`src/rtl/button_debounce.sv`:
```
// rtl/button_debounce.sv - pushbutton debouncer with press/release strobes and optional auto-repeat
module button_debounce #(
  parameter int DEBOUNCE_CYCLES = 50000,
  parameter int REPEAT_EN       = 0,
  parameter int REPEAT_DELAY    = 25000000,
  parameter int REPEAT_PERIOD   = 5000000
) (
  input  logic clock,
  input  logic reset,
  input  logic button,
  output logic pressed,
  output logic press_pulse,
  output logic release_pulse
);

  localparam logic [1:0] IDLE         = 2'd0;
  localparam logic [1:0] PRESS_WAIT   = 2'd1;
  localparam logic [1:0] HELD         = 2'd2;
  localparam logic [1:0] RELEASE_WAIT = 2'd3;

  // stable_cnt holds the number of stable samples already seen, so a match
  // against DB_LAST means the current sample is the last one needed.
  localparam logic [23:0] DB_LAST     = 24'(DEBOUNCE_CYCLES - 1);
  localparam logic [25:0] DELAY_LAST  = 26'(REPEAT_DELAY - 1);
  localparam logic [25:0] PERIOD_LAST = 26'(REPEAT_PERIOD - 1);
  localparam bit          REPEAT_ON   = (REPEAT_EN != 0);

  logic        sync_meta;
  logic        btn_sync;
  logic [1:0]  state;
  logic [23:0] stable_cnt;
  logic [25:0] repeat_cnt;
  logic        repeat_phase;
  logic [25:0] repeat_last;

  assign pressed     = (state == HELD) || (state == RELEASE_WAIT);
  assign repeat_last = repeat_phase ? PERIOD_LAST : DELAY_LAST;

  always_ff @(posedge clock or negedge reset) begin
    if (!reset) begin
      sync_meta     <= 1'b1;
      btn_sync      <= 1'b1;
      state         <= IDLE;
      stable_cnt    <= '0;
      repeat_cnt    <= '0;
      repeat_phase  <= 1'b0;
      press_pulse   <= 1'b0;
      release_pulse <= 1'b0;
    end else begin
      sync_meta     <= button;
      btn_sync      <= sync_meta;
      press_pulse   <= 1'b0;
      release_pulse <= 1'b0;
      case (state)
        IDLE: begin
          if (!btn_sync) begin
            if (DB_LAST == '0) begin
              state       <= HELD;
              press_pulse <= 1'b1;
            end else begin
              state      <= PRESS_WAIT;
              stable_cnt <= 24'd1;
            end
          end
        end
        PRESS_WAIT: begin
          if (btn_sync) begin
            state      <= IDLE;
            stable_cnt <= '0;
          end else if (stable_cnt == DB_LAST) begin
            state        <= HELD;
            stable_cnt   <= '0;
            press_pulse  <= 1'b1;
            repeat_cnt   <= '0;
            repeat_phase <= 1'b0;
          end else begin
            stable_cnt <= stable_cnt + 24'd1;
          end
        end
        HELD: begin
          if (btn_sync) begin
            repeat_cnt   <= '0;
            repeat_phase <= 1'b0;
            if (DB_LAST == '0) begin
              state         <= IDLE;
              release_pulse <= 1'b1;
            end else begin
              state      <= RELEASE_WAIT;
              stable_cnt <= 24'd1;
            end
          end else if (REPEAT_ON) begin
            // First interval is the delay, every later one the period.
            if (repeat_cnt == repeat_last) begin
              repeat_cnt   <= '0;
              repeat_phase <= 1'b1;
              press_pulse  <= 1'b1;
            end else begin
              repeat_cnt <= repeat_cnt + 26'd1;
            end
          end
        end
        RELEASE_WAIT: begin
          if (!btn_sync) begin
            state        <= HELD;
            stable_cnt   <= '0;
            repeat_cnt   <= '0;
            repeat_phase <= 1'b0;
          end else if (stable_cnt == DB_LAST) begin
            state         <= IDLE;
            stable_cnt    <= '0;
            release_pulse <= 1'b1;
          end else begin
            stable_cnt <= stable_cnt + 24'd1;
          end
        end
        default: begin
          state      <= IDLE;
          stable_cnt <= '0;
        end
      endcase
    end
  end

endmodule
```
`config.mk`:
```
export PLATFORM = sky130hd
export DESIGN_NAME = button_debounce
export DESIGN_NICKNAME = d
export VERILOG_FILES = /design/src/rtl/button_debounce.sv
export SDC_FILE = /design/constraint.sdc
export NUM_CORES = 1
export LEC_CHECK = 0
export CAP_MARGIN = 20
export CORE_AREA = 2 2 71 79
export CTS_BUF_LIST = sky130_fd_sc_hd__clkbuf_4
export DETAILED_ROUTE_END_ITERATION = 8
export DIE_AREA = 0 0 73 81
export PLACE_DENSITY = 0.56
export SKIP_LAST_GASP = 1
export SYNTH_ARGS = -nofsm -noshare
export SYNTH_HDL_FRONTEND = slang
export SYNTH_SLANG_ARGS = --single-unit
```
`constraint.sdc`:
```
create_clock -name clock -period 1.9 [get_ports clock]
set_input_delay 0.475 -clock clock [delete_from_list [all_inputs] [get_ports clock]]
set_output_delay 0.475 -clock clock [all_outputs]
set_load 0.01 [all_outputs]
```
==> metrics.log, run 1 <==
INFO  metric avgSynthCellArea = 9.41 um2
INFO  metric grt.overflow.total = 0
INFO  metric synth_enable_flop_cells = 0
INFO  metric p_int = 0.00102 W
INFO  metric weighted_congestion_reported_at_the_end_of_routability_driven_placement = 0.769
INFO  metric async_reset_ff_frac = 1.00
INFO  metric initial_utilization = 0.305
INFO  metric min-delay-path-class = register to register
INFO  metric clock_sink_count = 30
INFO  metric wl_per_cell = 14.2 um
INFO  metric coreArea = 0.00522 mm2
INFO  metric seq_area = 753 um2
INFO  metric critical_path.startpoint = stable_cnt[18]$_DFFE_PN0P_
INFO  metric detailedPlacementHpwl = 2.56 mm
INFO  metric routed_via_density = 5.35
INFO  metric slew_violations = 0
INFO  metric critical_path_peak_fanout = 4
INFO  metric finalPower = 0.00159 W
INFO  metric synth_top_cells_by_area = sky130_fd_sc_hd__dfrtp_1 (44%), sky130_fd_sc_hd__a31oi_1 (5.5%), sky130_fd_sc_hd__nand3_1 (4.1%), sky130_fd_sc_hd__a21oi_1 (3.8%), sky130_fd_sc_hd__nand2_1 (3.5%)
INFO  metric fmaxAchievable = 533 MHz
INFO  metric first_pass_grt_wire_length = 6.22 mm
INFO  metric synthesis.yosys.warnings = 0
INFO  metric timing_worst_setup_path_type = register to register
INFO  metric end_kind = register
INFO  metric drive_above_1_share = 0.223
INFO  metric hold_violations = 0
INFO  metric multi_input_gate_area = 782 um2
INFO  metric clkTransAtPathRegs = 0.11 ns
INFO  metric clock_power_share = 0.237
INFO  metric fill_cells = 525
INFO  metric power_switching = 0.000575 W
INFO  metric worst_clock_skew = 0.00882 ns
INFO  metric netlist.top_cell.by_area = sky130_fd_sc_hd__dfrtp_1
INFO  metric finalNonFillerCells = 257
INFO  metric ys_ff_latch = 30
INFO  metric cellLeakagePower = 0.836 nW
INFO  metric ctsLongestPathBuffers = 2
INFO  metric synthDistinctLibCells = 39
INFO  metric worst_r2r_endpoint = stable_cnt[16]$_DFFE_PN0P_
INFO  metric grt_usage = 0.137
INFO  metric floorplan.die.width = 73 um
INFO  metric portBuffers = 5
INFO  metric power_density = 826 mW/mm2
INFO  metric floorplan.rows = 28
INFO  metric finalNetCount = 200
INFO  metric rr_startpoint = stable_cnt[18]$_DFFE_PN0P_
INFO  metric worst_r2r_path_depth = 6
INFO  metric placed_cells = 246
INFO  metric clock_insertion_delay_worst_skew = 0.34 ns
INFO  metric comb_power_share = 0.287
INFO  metric min_period_over_period = 0.987
INFO  metric area_growth_syn_to_layout = 21.3%
INFO  metric outcome = finished clean
INFO  metric timing.critical_path.required = 2.13 ns
INFO  metric critical_path.endpoint = stable_cnt[16]$_DFFE_PN0P_
INFO  metric number_of_inserted_diodes = 0
INFO  metric start_kind = register
INFO  metric drt-total-wl = 3.66 mm
INFO  metric drt-initial-drc-count = 57
INFO  metric tritoncts = built
INFO  metric layout_min_cycle_time = 1.88 ns
INFO  metric ioPinCount = 6
INFO  metric grt_start_max_net_pins = 31
INFO  metric fp.dieH = 81 um
INFO  metric cts_hold_buffers_added = 0
INFO  metric sw_share = 0.361
INFO  metric syn-instance-count = 169
INFO  metric clock_tree.root_cell = sky130_fd_sc_hd__clkbuf_4
INFO  metric synth_top_flop_cell = sky130_fd_sc_hd__dfrtp_1
INFO  metric worst-endpoint-arrival = 2.11 ns
INFO  metric syn-cell-area = 0.00159 mm2
INFO  metric cts-buffers-inserted = 5
INFO  metric reg2reg_setup_slack = 0.02 ns
INFO  metric drtAntennaViolNets = 0
INFO  metric remaining_drc_errors = 0
INFO  metric slew-limit-headroom = 0.486
INFO  metric power.sequential.fraction = 0.477
INFO  metric cts_htree_levels = 2
INFO  metric max-cap-violations = 0
INFO  metric drt_first_pass_iters = 4
INFO  metric endpoints_failing_setup = 0
INFO  metric num_vias = 1376
INFO  metric design.die.area = 0.00591 mm2
INFO  metric setup_total_negative_slack = 0 ns
INFO  metric worst_slew_pin_slew = 0.769 ns
INFO  metric syn_nets = 173
INFO  metric synth_top_cell_area_share = 0.441
INFO  metric power.ir.vdd_worst = 0.316 mV
INFO  metric synth_sequential_area_ratio = 0.474
INFO  metric via_count_of_the_first_global_routing_pass = 1331
INFO  metric rsz0062_at_grt = true
INFO  metric number_of_antenna_violations_at_the_first_check_in_global_routing = 0
## synthesized netlist by cell type (all sizes together) (2+ instances only)
cell type  count
inv            2
a21oi         13
dfrtp         28
and4           2
a22o           5
a31oi         14
a41oi          4
nor3           4
or4            2
nand2b         2
and3           4
nand2         15
nand3         13
a21o           5
buf            5
clkbuf         6
or2            2
nand4          5
nor4           5
dfstp          2
nor2          11
o21ai         11
## placed cells by master (no fill, tap or decap), types with 10 or more instances in the layout
cell                       n
sky130_fd_sc_hd__nand3_1  13
sky130_fd_sc_hd__a31oi_1  14
sky130_fd_sc_hd__dfrtp_1  28
sky130_fd_sc_hd__nand2_1  15
sky130_fd_sc_hd__o21ai_0  10
sky130_fd_sc_hd__buf_4    25
sky130_fd_sc_hd__a21oi_1  12
sky130_fd_sc_hd__nor2_1   11
## metal layers
metal / routed length, um / global-route usage
met5: 0 / 0
met1: 1810 / 0.179
met2: 1680 / 0.216
met3: 120 / 0.0347
met4: 52 / 0.0556
## layout make-up
cell class	instances	share of cell area
clock buffer	5	0.0195
clock inverter	3	0.00843
inverter	2	0.00389
multi-input combinational	126	0.405
sequential	30	0.390
tap	60	0.0389
timing repair buffer	31	0.134
## flip-flops by register name, summed over array words and instances, names as in the netlist, named ones only
register	cells
stable_cnt	24
btn_sync	1
press_pulse	1
release_pulse	1
state	1
sync_meta	1
## critical path, stage by stage, from the launching register on
cell and delay (ns):
sky130_fd_sc_hd__dfrtp_1 0.40, sky130_fd_sc_hd__or4_4 0.55, sky130_fd_sc_hd__nor3_4 0.18, sky130_fd_sc_hd__a21o_1 0.20, sky130_fd_sc_hd__buf_4 0.14, sky130_fd_sc_hd__o21ai_1 0.06
sky130_fd_sc_hd__a22o_1 0.24
## power groups by stage
stage / Sequential (W) / Combinational [W] / Clock, W
finish: 0.000759 / 0.000457 / 0.000377
global route: 0.000771 / 0.000502 / 0.000414
CTS: 0.000756 / 0.000457 / 0.000386
detailed placement: 0.000768 / 0.000456 / 0
global placement: 0.000767 / 0.000455 / 0
floorplan: 0.000773 / 0.000268 / 0
## stage by stage
step	utilization	worst slack [ns]	hold WS, ns	instance area (um2)
after floorplan	-	0.0173	0.179	1590
after global placement	0.354	0.0560	0.346	1850
after detailed placement	0.354	0.0362	0.349	1850
after CTS	0.364	0.0219	0.366	1900
after global routing	0.370	-0.0649	0.370	1930
final	0.370	0.0240	0.372	1930
## cells by family after synthesis
group,share of synthesized area
XOR/XNOR,0.0110
AND/OR/NAND/NOR,0.248
AO/OA/AOI/OAI,0.220
flip-flops,0.474
buffers and inverters,0.0393
adder cells (fa/ha/maj),0.00787
## repair_timing
| item | in CTS | in global routing |
|---|---|---|
| setup endpoints to repair | 0 | 6 |
| setup buffers | 0 | 3 |
| gates resized for setup | 0 | 2 |
## how the worst min path moves through the flow
stage               cells past startpoint                 from                    endpoint
global placement                        0  sync_meta$_DFF_PN1_          btn_sync$_DFF_PN1_
global route                            0  sync_meta$_DFF_PN1_          btn_sync$_DFF_PN1_
CTS                                     0  sync_meta$_DFF_PN1_          btn_sync$_DFF_PN1_
finish                                  0  sync_meta$_DFF_PN1_          btn_sync$_DFF_PN1_
detailed placement                      0  sync_meta$_DFF_PN1_          btn_sync$_DFF_PN1_
floorplan                               0                reset  asynchronous set/reset pin
Power figures use the tool's default switching activity.
==> run 2: changes to the inputs <==
--- a/config.mk
+++ b/config.mk
@@ -5,12 +5,13 @@
 export SDC_FILE = /design/constraint.sdc
 export NUM_CORES = 1
 export LEC_CHECK = 0
+export ABC_AREA = 1
 export CAP_MARGIN = 20
-export CORE_AREA = 2 2 71 79
+export CORE_AREA = 2 2 76 85
 export CTS_BUF_LIST = sky130_fd_sc_hd__clkbuf_4
 export DETAILED_ROUTE_END_ITERATION = 8
-export DIE_AREA = 0 0 73 81
-export PLACE_DENSITY = 0.56
+export DIE_AREA = 0 0 78 87
+export PLACE_DENSITY = 0.48
 export SKIP_LAST_GASP = 1
 export SYNTH_ARGS = -nofsm -noshare
 export SYNTH_HDL_FRONTEND = slang
==> metrics.log, run 2 <==
INFO  metric outcome = finished clean
INFO  metric ys_ff_latch = 30
INFO  metric max-cap-violations = 0
INFO  metric cts-buffers-inserted = 5
INFO  metric drtAntennaViolNets = 0
INFO  metric async_reset_ff_frac = 1.00
INFO  metric routed_via_density = 4.67
INFO  metric top_register = stable_cnt
INFO  metric drt_first_pass_iters = 4
INFO  metric design.die.area = 0.00679 mm2
INFO  metric finalNetCount = 261
INFO  metric layout_min_cycle_time = 1.74 ns
INFO  metric synth_sequential_area_ratio = 0.409
INFO  metric drt-initial-drc-count = 90
INFO  metric final_cell_area = 0.00207 mm2
INFO  metric highest_count_cells_in_the_layout_ignoring_fill_and_taps = sky130_fd_sc_hd__nand2_1 (68), sky130_fd_sc_hd__inv_1 (28), sky130_fd_sc_hd__dfrtp_1 (28)
INFO  metric post-place-ws = 0.278 ns
INFO  metric min_period_over_period = 0.917
INFO  metric placed_area = 0.00199 mm2
INFO  metric clock_tree.root_cell = sky130_fd_sc_hd__clkbuf_4
INFO  metric floorplan.die.width = 78 um
INFO  metric drt-total-wl = 4.15 mm
INFO  metric fmaxAchievable = 574 MHz
INFO  metric min_delay_path_depth = 0
INFO  metric synth_top_flop_cell = sky130_fd_sc_hd__dfrtp_1
INFO  metric number_of_inserted_diodes = 0
INFO  metric worst-endpoint-arrival = 1.27 ns
INFO  metric worst_slew_pin_slew = 0.506 ns
INFO  metric synth_enable_flop_cells = 0
INFO  metric synth_top_cells_by_area = sky130_fd_sc_hd__dfrtp_1 (38%), sky130_fd_sc_hd__nand2_1 (14%), sky130_fd_sc_hd__inv_1 (5.7%), sky130_fd_sc_hd__nand3_2 (5.4%), sky130_fd_sc_hd__nor2_1 (5.3%)
INFO  metric setup_total_negative_slack = 0 ns
INFO  metric number_of_antenna_violations_at_the_first_check_in_global_routing = 0
INFO  metric rsz0062_at_grt = false
INFO  metric via_count_of_the_first_global_routing_pass = 1507
INFO  metric remaining_drc_errors = 0
INFO  metric grt.overflow.total = 0
INFO  metric syn-instance-count = 246
INFO  metric cts_hold_buffers_added = 0
INFO  metric largest_register_ffs = 24
INFO  metric wl_per_cell = 12.3 um
INFO  metric timing.critical_path.required = 1.42 ns
INFO  metric synth_top_cell_area_share = 0.380
INFO  metric fp.dieH = 87 um
INFO  metric netlist.top_cell.by_area = sky130_fd_sc_hd__dfrtp_1
INFO  metric floorplan.rows = 30
INFO  metric initial_utilization = 0.307
INFO  metric syn_nets = 250
INFO  metric clock_insertion_delay_worst_skew = 0.33 ns
INFO  metric power_density = 812 mW/mm2
INFO  metric ctsLongestPathBuffers = 2
INFO  metric power.ir.vdd_worst = 0.733 mV
INFO  metric cp_top_family = buffers and inverters
INFO  metric power_switching = 0.000604 W
INFO  metric hold_violations = 0
INFO  metric cts.repair.resized = 0
INFO  metric worst_clock_skew = 0.00405 ns
INFO  metric syn-cell-area = 0.00184 mm2
INFO  metric grt_start_max_net_pins = 31
INFO  metric drive_above_1_share = 0.186
INFO  metric end_kind = primary output
INFO  metric final.setup.worst_slack = 0.157 ns
INFO  metric cts.repair_timing.setup_buffer_count = 0
INFO  metric synthDistinctLibCells = 32
INFO  metric critical_path_peak_fanout = 4
INFO  metric endpoints_failing_setup = 0
INFO  metric power.sequential.fraction = 0.424
INFO  metric synth.top_cells.by_count = sky130_fd_sc_hd__nand2_1 (68), sky130_fd_sc_hd__dfrtp_1 (28), sky130_fd_sc_hd__inv_1 (28)
INFO  metric worstPathBufferInverterCount = 1
INFO  metric avgSynthCellArea = 7.49 um2
INFO  metric slowest_stage = sky130_fd_sc_hd__clkdlybuf4s50_1
INFO  metric grt_usage = 0.139
INFO  metric slew-limit-headroom = 0.662
INFO  metric weighted_congestion_reported_at_the_end_of_routability_driven_placement = 0.807
INFO  metric min-delay-path-class = register to register
INFO  metric finalNonFillerCells = 338
INFO  metric comb_power_share = 0.258
INFO  metric tritoncts = built
INFO  metric num_vias = 1578
INFO  metric clock_power_share = 0.318
INFO  metric start_kind = register
INFO  metric portBuffers = 5
INFO  metric synth.most_common_cell = sky130_fd_sc_hd__nand2_1
INFO  metric clock_sink_count = 30
INFO  metric fin_util = 0.344
INFO  metric sw_share = 0.360
INFO  metric first_pass_grt_wire_length = 7.35 mm
INFO  metric detailedPlacementHpwl = 3.02 mm
INFO  metric layout.cells.most_common = sky130_fd_sc_hd__nand2_1
INFO  metric p_int = 0.00107 W
INFO  metric placed_cells = 330
INFO  metric cellLeakagePower = 0.895 nW
INFO  metric cts_htree_levels = 2
INFO  metric ioPinCount = 6
INFO  metric synthesis.yosys.warnings = 0
INFO  metric area_growth_syn_to_layout = 12.3%
INFO  metric slew_violations = 0
INFO  metric total_number_of_cells_along_the_worst_setup_path = 1
INFO  metric ordered_cell_list_for_the_critical_path = clkdlybuf4s50_1
INFO  metric clkTransAtPathRegs = 0.11 ns
INFO  metric max_stage_delay = 0.54 ns
INFO  metric coreArea = 0.00601 mm2
INFO  metric worst_r2r_path_depth = 10
INFO  metric timing_worst_setup_path_type = register to primary output
## run 2: cells by family (layout without fill, tap and decap cells)
logic type | count (synthesis) | in the layout | synth area share
buffers and inverters | 37 | 49 | 0.0842
AND/OR/NAND/NOR | 144 | 144 | 0.380
XOR/XNOR | 5 | 5 | 0.0238
AO/OA/AOI/OAI | 29 | 29 | 0.0965
flip-flops | 30 | 30 | 0.409
adder cells (fa/ha/maj) | 1 | 1 | 0.00679
## run 2: path summary, 6_finish.rpt
path / startpoint / end / slack (ns)
max: register / pressed / 0.16
min: sync_meta$_DFF_PN1_ / btn_sync$_DFF_PN1_ / 0.36
max reg2reg: stable_cnt[0]$_DFFE_PN0P_ / stable_cnt[14]$_DFFE_PN0P_ / 0.29
min reg2reg: sync_meta$_DFF_PN1_ / btn_sync$_DFF_PN1_ / 0.36
max in group asynchronous: reset / btn_sync$_DFF_PN1_ / 1.05
min in group asynchronous: reset / stable_cnt[21]$_DFFE_PN0P_ / 0.51
## run 2: final cells by class
class | instances | area, um2
timing repair buffer | 8 | 72.6
sequential | 30 | 753
clock buffer | 5 | 37.5
inverter | 33 | 126
clock inverter | 3 | 45.0
multi-input combinational | 179 | 933
fill | 669 | 3940
tap | 80 | 100
## run 2: per-layer routing
metal | share of wire | wire length [um] | GRT usage | vias to the layer above
met5 | 0 | 0 | 0 | -
met4 | 0.011 | 44 | 0.0335 | 0
met3 | 0.026 | 106 | 0.0311 | 5
met2 | 0.48 | 1990 | 0.234 | 18
met1 | 0.48 | 2010 | 0.181 | 743
li1 | - | - | - | 812
## run 2: power by group through the flow
stage               clock network, W  logic (W)  registers, W
CTS                         0.000550   0.000449      0.000712
global route                0.000572   0.000495      0.000718
finish                      0.000533   0.000433      0.000712
global placement                   0   0.000447      0.000724
floorplan                          0   0.000334      0.000719
detailed placement                 0   0.000447      0.000725
## run 2: metrics by stage
stage	total power, W	hold WS, ns
2_1_floorplan	0.00105	0.179
3_3_place_gp	0.00117	0.349
3_5_place_dp	0.00117	0.350
4_1_cts	0.00171	0.367
5_1_grt	0.00179	0.368
6_report	0.00168	0.364
